<file path="config.mk">
export PLATFORM = sky130hd
export DESIGN_NAME = decoder
export DESIGN_NICKNAME = d
export VERILOG_FILES = /design/src/rtl/riscv_pkg.sv /design/src/rtl/imm_gen.sv /design/src/rtl/decoder.sv
export SDC_FILE = /design/constraint.sdc
export NUM_CORES = 1
export LEC_CHECK = 0
export ABC_AREA = 1
export BUFFER_PORTS_ARGS = -buffer_cell sky130_fd_sc_hd__clkbuf_2
export CAP_MARGIN = 10
export CORE_ASPECT_RATIO = 0.8
export CORE_MARGIN = 2
export CORE_UTILIZATION = 48
export DETAILED_ROUTE_END_ITERATION = 7
export PLACE_DENSITY = 0.78
export SYNTH_ARGS = -nofsm -noshare
export SYNTH_HDL_FRONTEND = slang
export SYNTH_SLANG_ARGS = --single-unit
</file>
<file path="constraint.sdc">
create_clock -name clk -period 0.8 [get_ports clk]
set_clock_uncertainty 0.1 [all_clocks]
set_input_delay 0 -clock clk [delete_from_list [all_inputs] [get_ports clk]]
set_output_delay 0 -clock clk [all_outputs]
set_load 0.02 [all_outputs]
</file>
<file path="src/rtl/riscv_pkg.sv">
`default_nettype none
// ============================================================================
//  Module      : riscv_pkg
//  Description : Shared RV32I decode constants: base opcodes, ALU operation
//                encodings and the ALU operand-1 select encoding.
//  Revision    : 1.0 - initial release
// ============================================================================
package riscv_pkg;

    typedef logic [6:0] opcode_t;
    typedef logic [3:0] alu_op_t;

    // Base opcodes (inst[6:0])
    localparam opcode_t OPC_OP     = 7'b0110011;
    localparam opcode_t OPC_OP_IMM = 7'b0010011;
    localparam opcode_t OPC_LOAD   = 7'b0000011;
    localparam opcode_t OPC_STORE  = 7'b0100011;
    localparam opcode_t OPC_BRANCH = 7'b1100011;
    localparam opcode_t OPC_JAL    = 7'b1101111;
    localparam opcode_t OPC_JALR   = 7'b1100111;
    localparam opcode_t OPC_LUI    = 7'b0110111;
    localparam opcode_t OPC_AUIPC  = 7'b0010111;

    // ALU operations, encoded as {inst[30], funct3}
    localparam alu_op_t ALU_ADD  = 4'b0000;
    localparam alu_op_t ALU_SUB  = 4'b1000;
    localparam alu_op_t ALU_SLL  = 4'b0001;
    localparam alu_op_t ALU_SLT  = 4'b0010;
    localparam alu_op_t ALU_SLTU = 4'b0011;
    localparam alu_op_t ALU_XOR  = 4'b0100;
    localparam alu_op_t ALU_SRL  = 4'b0101;
    localparam alu_op_t ALU_SRA  = 4'b1101;
    localparam alu_op_t ALU_OR   = 4'b0110;
    localparam alu_op_t ALU_AND  = 4'b0111;

    // ALU operand-1 source
    localparam logic OP1_RS1 = 1'b0;
    localparam logic OP1_PC  = 1'b1;

endpackage : riscv_pkg
`default_nettype wire

</file>
<file path="src/rtl/imm_gen.sv">
`default_nettype none
// ============================================================================
//  Module      : imm_gen
//  Description : Combinational RV32I immediate generator. Selects the
//                immediate format from the opcode and sign-extends from
//                inst[31]; OP-IMM shifts yield the zero-extended shamt.
//                Opcodes without an immediate (OP, unsupported) give 0.
//  Ports       : inst [31:0] in  - instruction word
//                imm  [31:0] out - decoded immediate
//  Revision    : 1.0 - initial release
// ============================================================================
module imm_gen
    import riscv_pkg::*;
(
    input  logic [31:0] inst,
    output logic [31:0] imm
);

    logic [6:0] w_opcode;
    logic [2:0] w_funct3;
    logic       w_sign;

    assign w_opcode = inst[6:0];
    assign w_funct3 = inst[14:12];
    assign w_sign   = inst[31];

    always_comb begin
        imm = 32'h0000_0000;
        case (w_opcode)
            OPC_OP_IMM: begin
                // SLLI/SRLI/SRAI: inst[30] selects SRA, so it must not leak
                // into the immediate; only the shift amount is meaningful.
                if (w_funct3 == 3'b001 || w_funct3 == 3'b101)
                    imm = {27'h0, inst[24:20]};
                else
                    imm = {{20{w_sign}}, inst[31:20]};
            end
            OPC_LOAD,
            OPC_JALR:   imm = {{20{w_sign}}, inst[31:20]};
            OPC_STORE:  imm = {{20{w_sign}}, inst[31:25], inst[11:7]};
            OPC_BRANCH: imm = {{19{w_sign}}, inst[31], inst[7], inst[30:25], inst[11:8], 1'b0};
            OPC_LUI,
            OPC_AUIPC:  imm = {inst[31:12], 12'h000};
            OPC_JAL:    imm = {{11{w_sign}}, inst[31], inst[19:12], inst[20], inst[30:21], 1'b0};
            default:    imm = 32'h0000_0000;
        endcase
    end

endmodule : imm_gen
`default_nettype wire

</file>
<file path="src/rtl/decoder.sv">
`default_nettype none
// ============================================================================
//  Module      : decoder
//  Description : Registered RV32I instruction decoder. Decodes register
//                indices, ALU operation, write enable, immediate and
//                operand-1 select with one cycle of latency. Unsupported
//                opcodes raise illegal with every other output at zero.
//  Ports       : clk            in       - clock, rising edge
//                rst_n          in       - asynchronous active-low reset
//                inst     [31:0] in      - instruction word
//                rs1/rs2/rd [4:0] out    - register indices
//                alu_ctrl [3:0] out      - ALU operation
//                w_en           out      - register-file write enable
//                imm      [31:0] out     - immediate
//                op1_sel        out      - 0 = rs1, 1 = PC
//                illegal        out      - unsupported opcode
//  Revision    : 1.0 - initial release
// ============================================================================
module decoder
    import riscv_pkg::*;
(
    input  logic        clk,
    input  logic        rst_n,
    input  logic [31:0] inst,
    output logic [4:0]  rs1,
    output logic [4:0]  rs2,
    output logic [4:0]  rd,
    output logic [3:0]  alu_ctrl,
    output logic        w_en,
    output logic [31:0] imm,
    output logic        op1_sel,
    output logic        illegal
);

    logic [6:0]  w_opcode;
    logic [2:0]  w_funct3;
    logic [31:0] w_imm_raw;

    logic [4:0]  w_rs1;
    logic [4:0]  w_rs2;
    logic [4:0]  w_rd;
    logic [3:0]  w_alu_ctrl;
    logic        w_writes;
    logic        w_w_en;
    logic [31:0] w_imm;
    logic        w_op1_sel;
    logic        w_illegal;

    assign w_opcode = inst[6:0];
    assign w_funct3 = inst[14:12];

    imm_gen u_imm_gen (
        .inst (inst),
        .imm  (w_imm_raw)
    );

    always_comb begin
        w_rs1      = 5'd0;
        w_rs2      = 5'd0;
        w_rd       = 5'd0;
        w_alu_ctrl = ALU_ADD;
        w_writes   = 1'b0;
        w_op1_sel  = OP1_RS1;
        w_illegal  = 1'b0;
        case (w_opcode)
            OPC_OP: begin
                w_rs1      = inst[19:15];
                w_rs2      = inst[24:20];
                w_rd       = inst[11:7];
                w_alu_ctrl = {inst[30], w_funct3};
                w_writes   = 1'b1;
            end
            OPC_OP_IMM: begin
                // inst[30] is only an opcode bit for SRAI; elsewhere it is
                // part of the immediate.
                w_rs1      = inst[19:15];
                w_rd       = inst[11:7];
                w_alu_ctrl = {(w_funct3 == 3'b101) ? inst[30] : 1'b0, w_funct3};
                w_writes   = 1'b1;
            end
            OPC_LOAD,
            OPC_JALR: begin
                w_rs1    = inst[19:15];
                w_rd     = inst[11:7];
                w_writes = 1'b1;
            end
            OPC_STORE: begin
                w_rs1 = inst[19:15];
                w_rs2 = inst[24:20];
            end
            OPC_BRANCH: begin
                w_rs1      = inst[19:15];
                w_rs2      = inst[24:20];
                w_alu_ctrl = ALU_SUB;
                w_op1_sel  = OP1_PC;
            end
            OPC_JAL,
            OPC_AUIPC: begin
                w_rd      = inst[11:7];
                w_writes  = 1'b1;
                w_op1_sel = OP1_PC;
            end
            OPC_LUI: begin
                w_rd     = inst[11:7];
                w_writes = 1'b1;
            end
            default: w_illegal = 1'b1;
        endcase
        // Writes to x0 are discarded, so never enable them.
        w_w_en = w_writes && (w_rd != 5'd0);
        w_imm  = w_illegal ? 32'h0000_0000 : w_imm_raw;
    end

    logic [4:0]  r_rs1;
    logic [4:0]  r_rs2;
    logic [4:0]  r_rd;
    logic [3:0]  r_alu_ctrl;
    logic        r_w_en;
    logic [31:0] r_imm;
    logic        r_op1_sel;
    logic        r_illegal;

    always_ff @(posedge clk or negedge rst_n) begin
        if (!rst_n) begin
            r_rs1      <= 5'd0;
            r_rs2      <= 5'd0;
            r_rd       <= 5'd0;
            r_alu_ctrl <= 4'd0;
            r_w_en     <= 1'b0;
            r_imm      <= 32'h0000_0000;
            r_op1_sel  <= 1'b0;
            r_illegal  <= 1'b0;
        end else begin
            r_rs1      <= w_rs1;
            r_rs2      <= w_rs2;
            r_rd       <= w_rd;
            r_alu_ctrl <= w_alu_ctrl;
            r_w_en     <= w_w_en;
            r_imm      <= w_imm;
            r_op1_sel  <= w_op1_sel;
            r_illegal  <= w_illegal;
        end
    end

    assign rs1      = r_rs1;
    assign rs2      = r_rs2;
    assign rd       = r_rd;
    assign alu_ctrl = r_alu_ctrl;
    assign w_en     = r_w_en;
    assign imm      = r_imm;
    assign op1_sel  = r_op1_sel;
    assign illegal  = r_illegal;

endmodule : decoder
`default_nettype wire

</file>
* After elaboration in Yosys (flattened, before gate mapping)
Cells that the tools add are included.
** Operators by class
- Eq/ne operators :: 11
- Reductions and logical operators :: 10
- Mux-type cells :: 11
** Operators with widths (number)
- case mux 32 bit (6 select lines) :: 1
- two-way mux 32 bit :: 2
- == test 7 x 6 -> 1 bit, second input constant :: 3
- == test 7 bit, second input constant :: 3
- two-way mux 5 bit :: 3
- == test 7 x 5 -> 1 bit, second input constant :: 2
- case mux 4 bit (3 select lines) :: 1
- OR reduction 9 bit :: 1
- == test 7 x 2 -> 1 bit, second input constant :: 1
- OR reduction 7 bit :: 1
- OR reduction 3 bit :: 2
- OR reduction 6 bit :: 1
- nonzero test 5 bit :: 1
- two-way mux 1 bit :: 4
- OR reduction 2 bit :: 2
- == test 3 x 1 -> 1 bit, second input constant :: 1
- == test 3 bit, second input constant :: 1
- logical AND 1 bit :: 1
- logical OR 1 bit :: 1
** Storage, ports and cells
- Word-level logic and storage cells :: 40
- Input port bits :: 34
- Output and inout bits :: 54
- Flip-flop bits (word level) :: 54

* Logic depth before layout (Yosys ltp)
- Depth in word-level cells :: 5
- Gate-level depth with buffers :: 9
- Gate-level depth less buffers :: 9

* Cells and area by module
A second synthesis with hierarchy kept.
** Second synthesis, totals
- Cells, all modules :: 420
- Area total of the unflattened synthesis :: 3331.9 um2
** Modules (own cells, without submodules)
- decoder :: seq. area each 1351.3 um2, area each 2259.7 um2, times used 1, cells each 201
- imm_gen :: seq. area each 0.0 um2, area each 1072.3 um2, times used 1, cells each 219

* Worst setup path after synthesis
Ideal clock, no wire load.
- Path kind :: input port to flip-flop
- Start :: input port inst[1]
- End :: register r_w_en (netlist: w_en)
- Path buffers :: 0
- Data arrival time :: 0.691 ns
- Stages :: 6
- Path slack :: -0.127 ns
- Library setup time :: 0.136 ns
- Cells stage by stage :: nand2_2 > inv_1 > nand3_1 > nand3_1 > nor2_1 > a21oi_1
** Between the ends
- Word-level cells in the longest chain between the ends :: 5
- Elaborated cells on any way between the ends :: 12
- Classes of those cells :: eq/ne: 7; mux: 2; reduce/logical: 3
** Ends and longest elaborated chain
- start: declaration :: line decoder.sv:24 : input logic [31:0] inst,
- == test 7 x 6 -> 1 bit (tied with other cells) :: line decoder.sv:65 : case (w_opcode)
- OR reduction 7 bit (no source line) *
- two-way mux 5 bit :: line decoder.sv:65
- nonzero test 5 bit :: line decoder.sv:110 : w_w_en = w_writes && (w_rd != 5'd0);
- logical AND 1 bit * :: line decoder.sv:110
- via w_w_en :: line decoder.sv:44 : logic w_w_en;
- end signal: assignment :: line decoder.sv:138 : r_w_en <= w_w_en;
- end: declaration :: line decoder.sv:118 : logic r_w_en;
Mark *: on every way through the listed nets, which the timed path passes. The rest lies on a longest branch.

* Worst setup path in the final report
- Start :: input port inst[21]
- End :: register r_imm[21] (netlist: imm[21])
** Between the ends
- Word-level cells in the longest chain between the ends :: 2
** Ends and longest elaborated chain
- case mux 32 bit (6 select lines) :: line imm_gen.sv:29 : case (w_opcode)
- two-way mux 32 bit :: line decoder.sv:111 : w_imm = w_illegal ? 32'h0000_0000 : w_imm_raw;
- via w_imm[21] :: line decoder.sv:45 : logic [31:0] w_imm;
- end signal: assignment :: line decoder.sv:139 : r_imm <= w_imm;
- end: declaration :: line decoder.sv:119 : logic [31:0] r_imm;
The timed path passes the listed nets, and every way through them passes these cells.

==> out/metrics.yaml <==
place_hpwl_um: 4510
area_growth_pct: 78.1
slew_headroom: 0.805
critPathArrivalTime_ns: 1.11
end_kind: "flip-flop"
fin_nets: 456
io_buffers: 87
power_mw: 5.39
power_switching_share: 0.278
dp_slack_ns: -0.407
drive_gt1_frac: 0.485
h-tree-depth: 2
power_frac_clock: 0.313
p_seq_frac: 0.521
grt_usage: 0.275
rows: 22
die_x_um: 82.0
synthCells: 280
wl_per_cell_um: 19.2
routed-wl-met2_um: 4520
wl_met3_um: 896
setup_viol: 96
min_to: "imm[10]"
antenna_cells: 0
hold_viol_final: 11
cts_root_buf: "clkbuf_8"
ir_worst_vdd_uv: 926
cts.sinks: 54
combPwrFrac: 0.167
drv_cap: 0
dieArea_mm2: 0.00544
grt_setup_unrepaired: "true"
syn_area_per_cell_um2: 8.34
cp-start-kind: "primary input"
core_area_mm2: 0.00462
finalCritPeriodShare: 1.25
antenna_found_initial: 0
hold_path_depth: 3
start_util: 0.505
final_common_cell: "buf_6"
clock.fmax_mhz: 996
crit_type: "primary input to flip-flop"
setup_tns_ns: -11.41
gp_congestion: 0.868
overflow: 0
hold_path.class: "primary input to flip-flop"
cts_inserted_buffers: 5
synth_seq_area_share: 0.579
ys_seq_elements: 54
required_ns: 0.91
cts_tree: "built"
hold-worst-slack_ns: -0.119
final_util: 0.899
final_cell_area_mm2: 0.00416
postRouteAntennaNets: 0
period_minus_slack_ns: 1.00
top_layer: "met4"
grt_pass1_vias: 2381
drtIter0Drc: 396
path_max_fanout: 3
viasPerCell: 5.83
synth_warnings: 0
dr.pass1.iters: 6
ios: 88
finalWirelength_um: 9290
leakagePower_nw: 2.33
outcome: "finished with violations"
power.internal_mw: 3.89
grt_max_degree: 55
syn-num-nets: 314
dpl-instance-area_mm2: 0.00315
power.switching_mw: 1.50
violations: "negative hold slack, negative setup slack"
tightest_slew_ns: 0.292
syn_area_mm2: 0.00233
grt_pass1_wl_um: 11100
vias: 2818
synth_cell_types: 19
final_cell_mix: "buf_6 (62), dfrtp_1 (54), nor2_1 (50)"
route.detailed.drc: 0
powerDensity_mw_per_mm2: 1300
die_h_um: 66.4
hp-start: "inst[30]"
dp_cells: 445
instances_no_fill: 483
clk_pin_slew_ns: 0.10
fin_ws_ns: -0.204
wl_met1_um: 3290
slew_viol_final: 0
clockBufferDepth: 2
-- how the worst max path moves through the flow --
stage	from	endpoint	slack (ns)	depth (start not counted)
2_1_floorplan	inst[4]	imm[22]	-0.05	8
3_3_place_gp	inst[2]	imm[31]	-0.40	8
3_5_place_dp	inst[2]	imm[28]	-0.41	9
4_1_cts	imm[11]	imm[11]	-0.17	1
5_1_grt	inst[23]	imm[23]	-0.22	6
6_report	inst[21]	imm[21]	-0.20	6
-- cell usage after synthesis --
cell type  instances  share of area
nand2_2            7          0.019
nor3_1             2         0.0043
dfrtp_1           54           0.58
a21oi_1           33          0.071
buf_4              1         0.0032
a21oi_2            1         0.0038
inv_2              2         0.0032
nand3_1            8          0.017
nor2_1            60          0.096
nor4_1             1         0.0027
nor2_4             2         0.0096
nand2_1           55          0.088
clkbuf_1           1         0.0016
o21ai_0           10          0.021
inv_1             36          0.058
nor2_2             1         0.0027
buf_6              2         0.0096
o211ai_1           1         0.0032
buf_2              3         0.0064
-- state kept, by name, indices dropped and copies added, names as in the netlist --
register,flops
op1_sel,1
illegal,1
imm,32
rd,5
rs1,5
w_en,1
rs2,5
alu_ctrl,4
-- logic make-up after synthesis --
family	after synthesis	share of synthesized area
and+or+nand+nor	136	0.240
DFF	54	0.579
AOI/OAI and AO/OA	45	0.0991
buffers and inverters	45	0.0820
-- cell type report --
cell class                 instances  area (um2)
sequential                        54        1350
multi-input combinational        181        1060
inverter                          38         189
timing repair buffer             142        1380
clock inverter                     2        16.3
clock buffer                       6        82.6
fill                             175         465
tap                               60        75.1
-- critical path, stage by stage --
cell	delay, ns
clkbuf_2	0.08
dlygate4sd3_1	0.59
inv_2	0.09
nor2_1	0.05
a21oi_1	0.21
nand2_2	0.09
-- routing by layer --
metal / global-route usage / up-vias
li1: - / 1150
met3: 0.0328 / 67
met1: 0.351 / 1330
met4: 0.121 / 0
met5: 0 / -
met2: 0.470 / 271
-- power groups by stage --
stage / Combinational, mW / Clock [mW] / Sequential (mW)
4_1_cts: 0.743 / 1.65 / 2.79
5_1_grt: 0.944 / 1.78 / 2.81
3_5_place_dp: 0.600 / 0 / 2.85
3_3_place_gp: 0.586 / 0 / 2.84
2_1_floorplan: 0.193 / 0 / 2.91
6_report: 0.899 / 1.68 / 2.81
-- repair_timing --
action	CTS	global route
hold buffers	26	16
endpoints found under the hold margin	100	28
setup endpoints to repair	92	106
setup buffers	2	0
gates cloned	2	0
gates resized for setup	30	219
pin swaps	5	21
No activity file was read; power rests on OpenSTA's default activity.
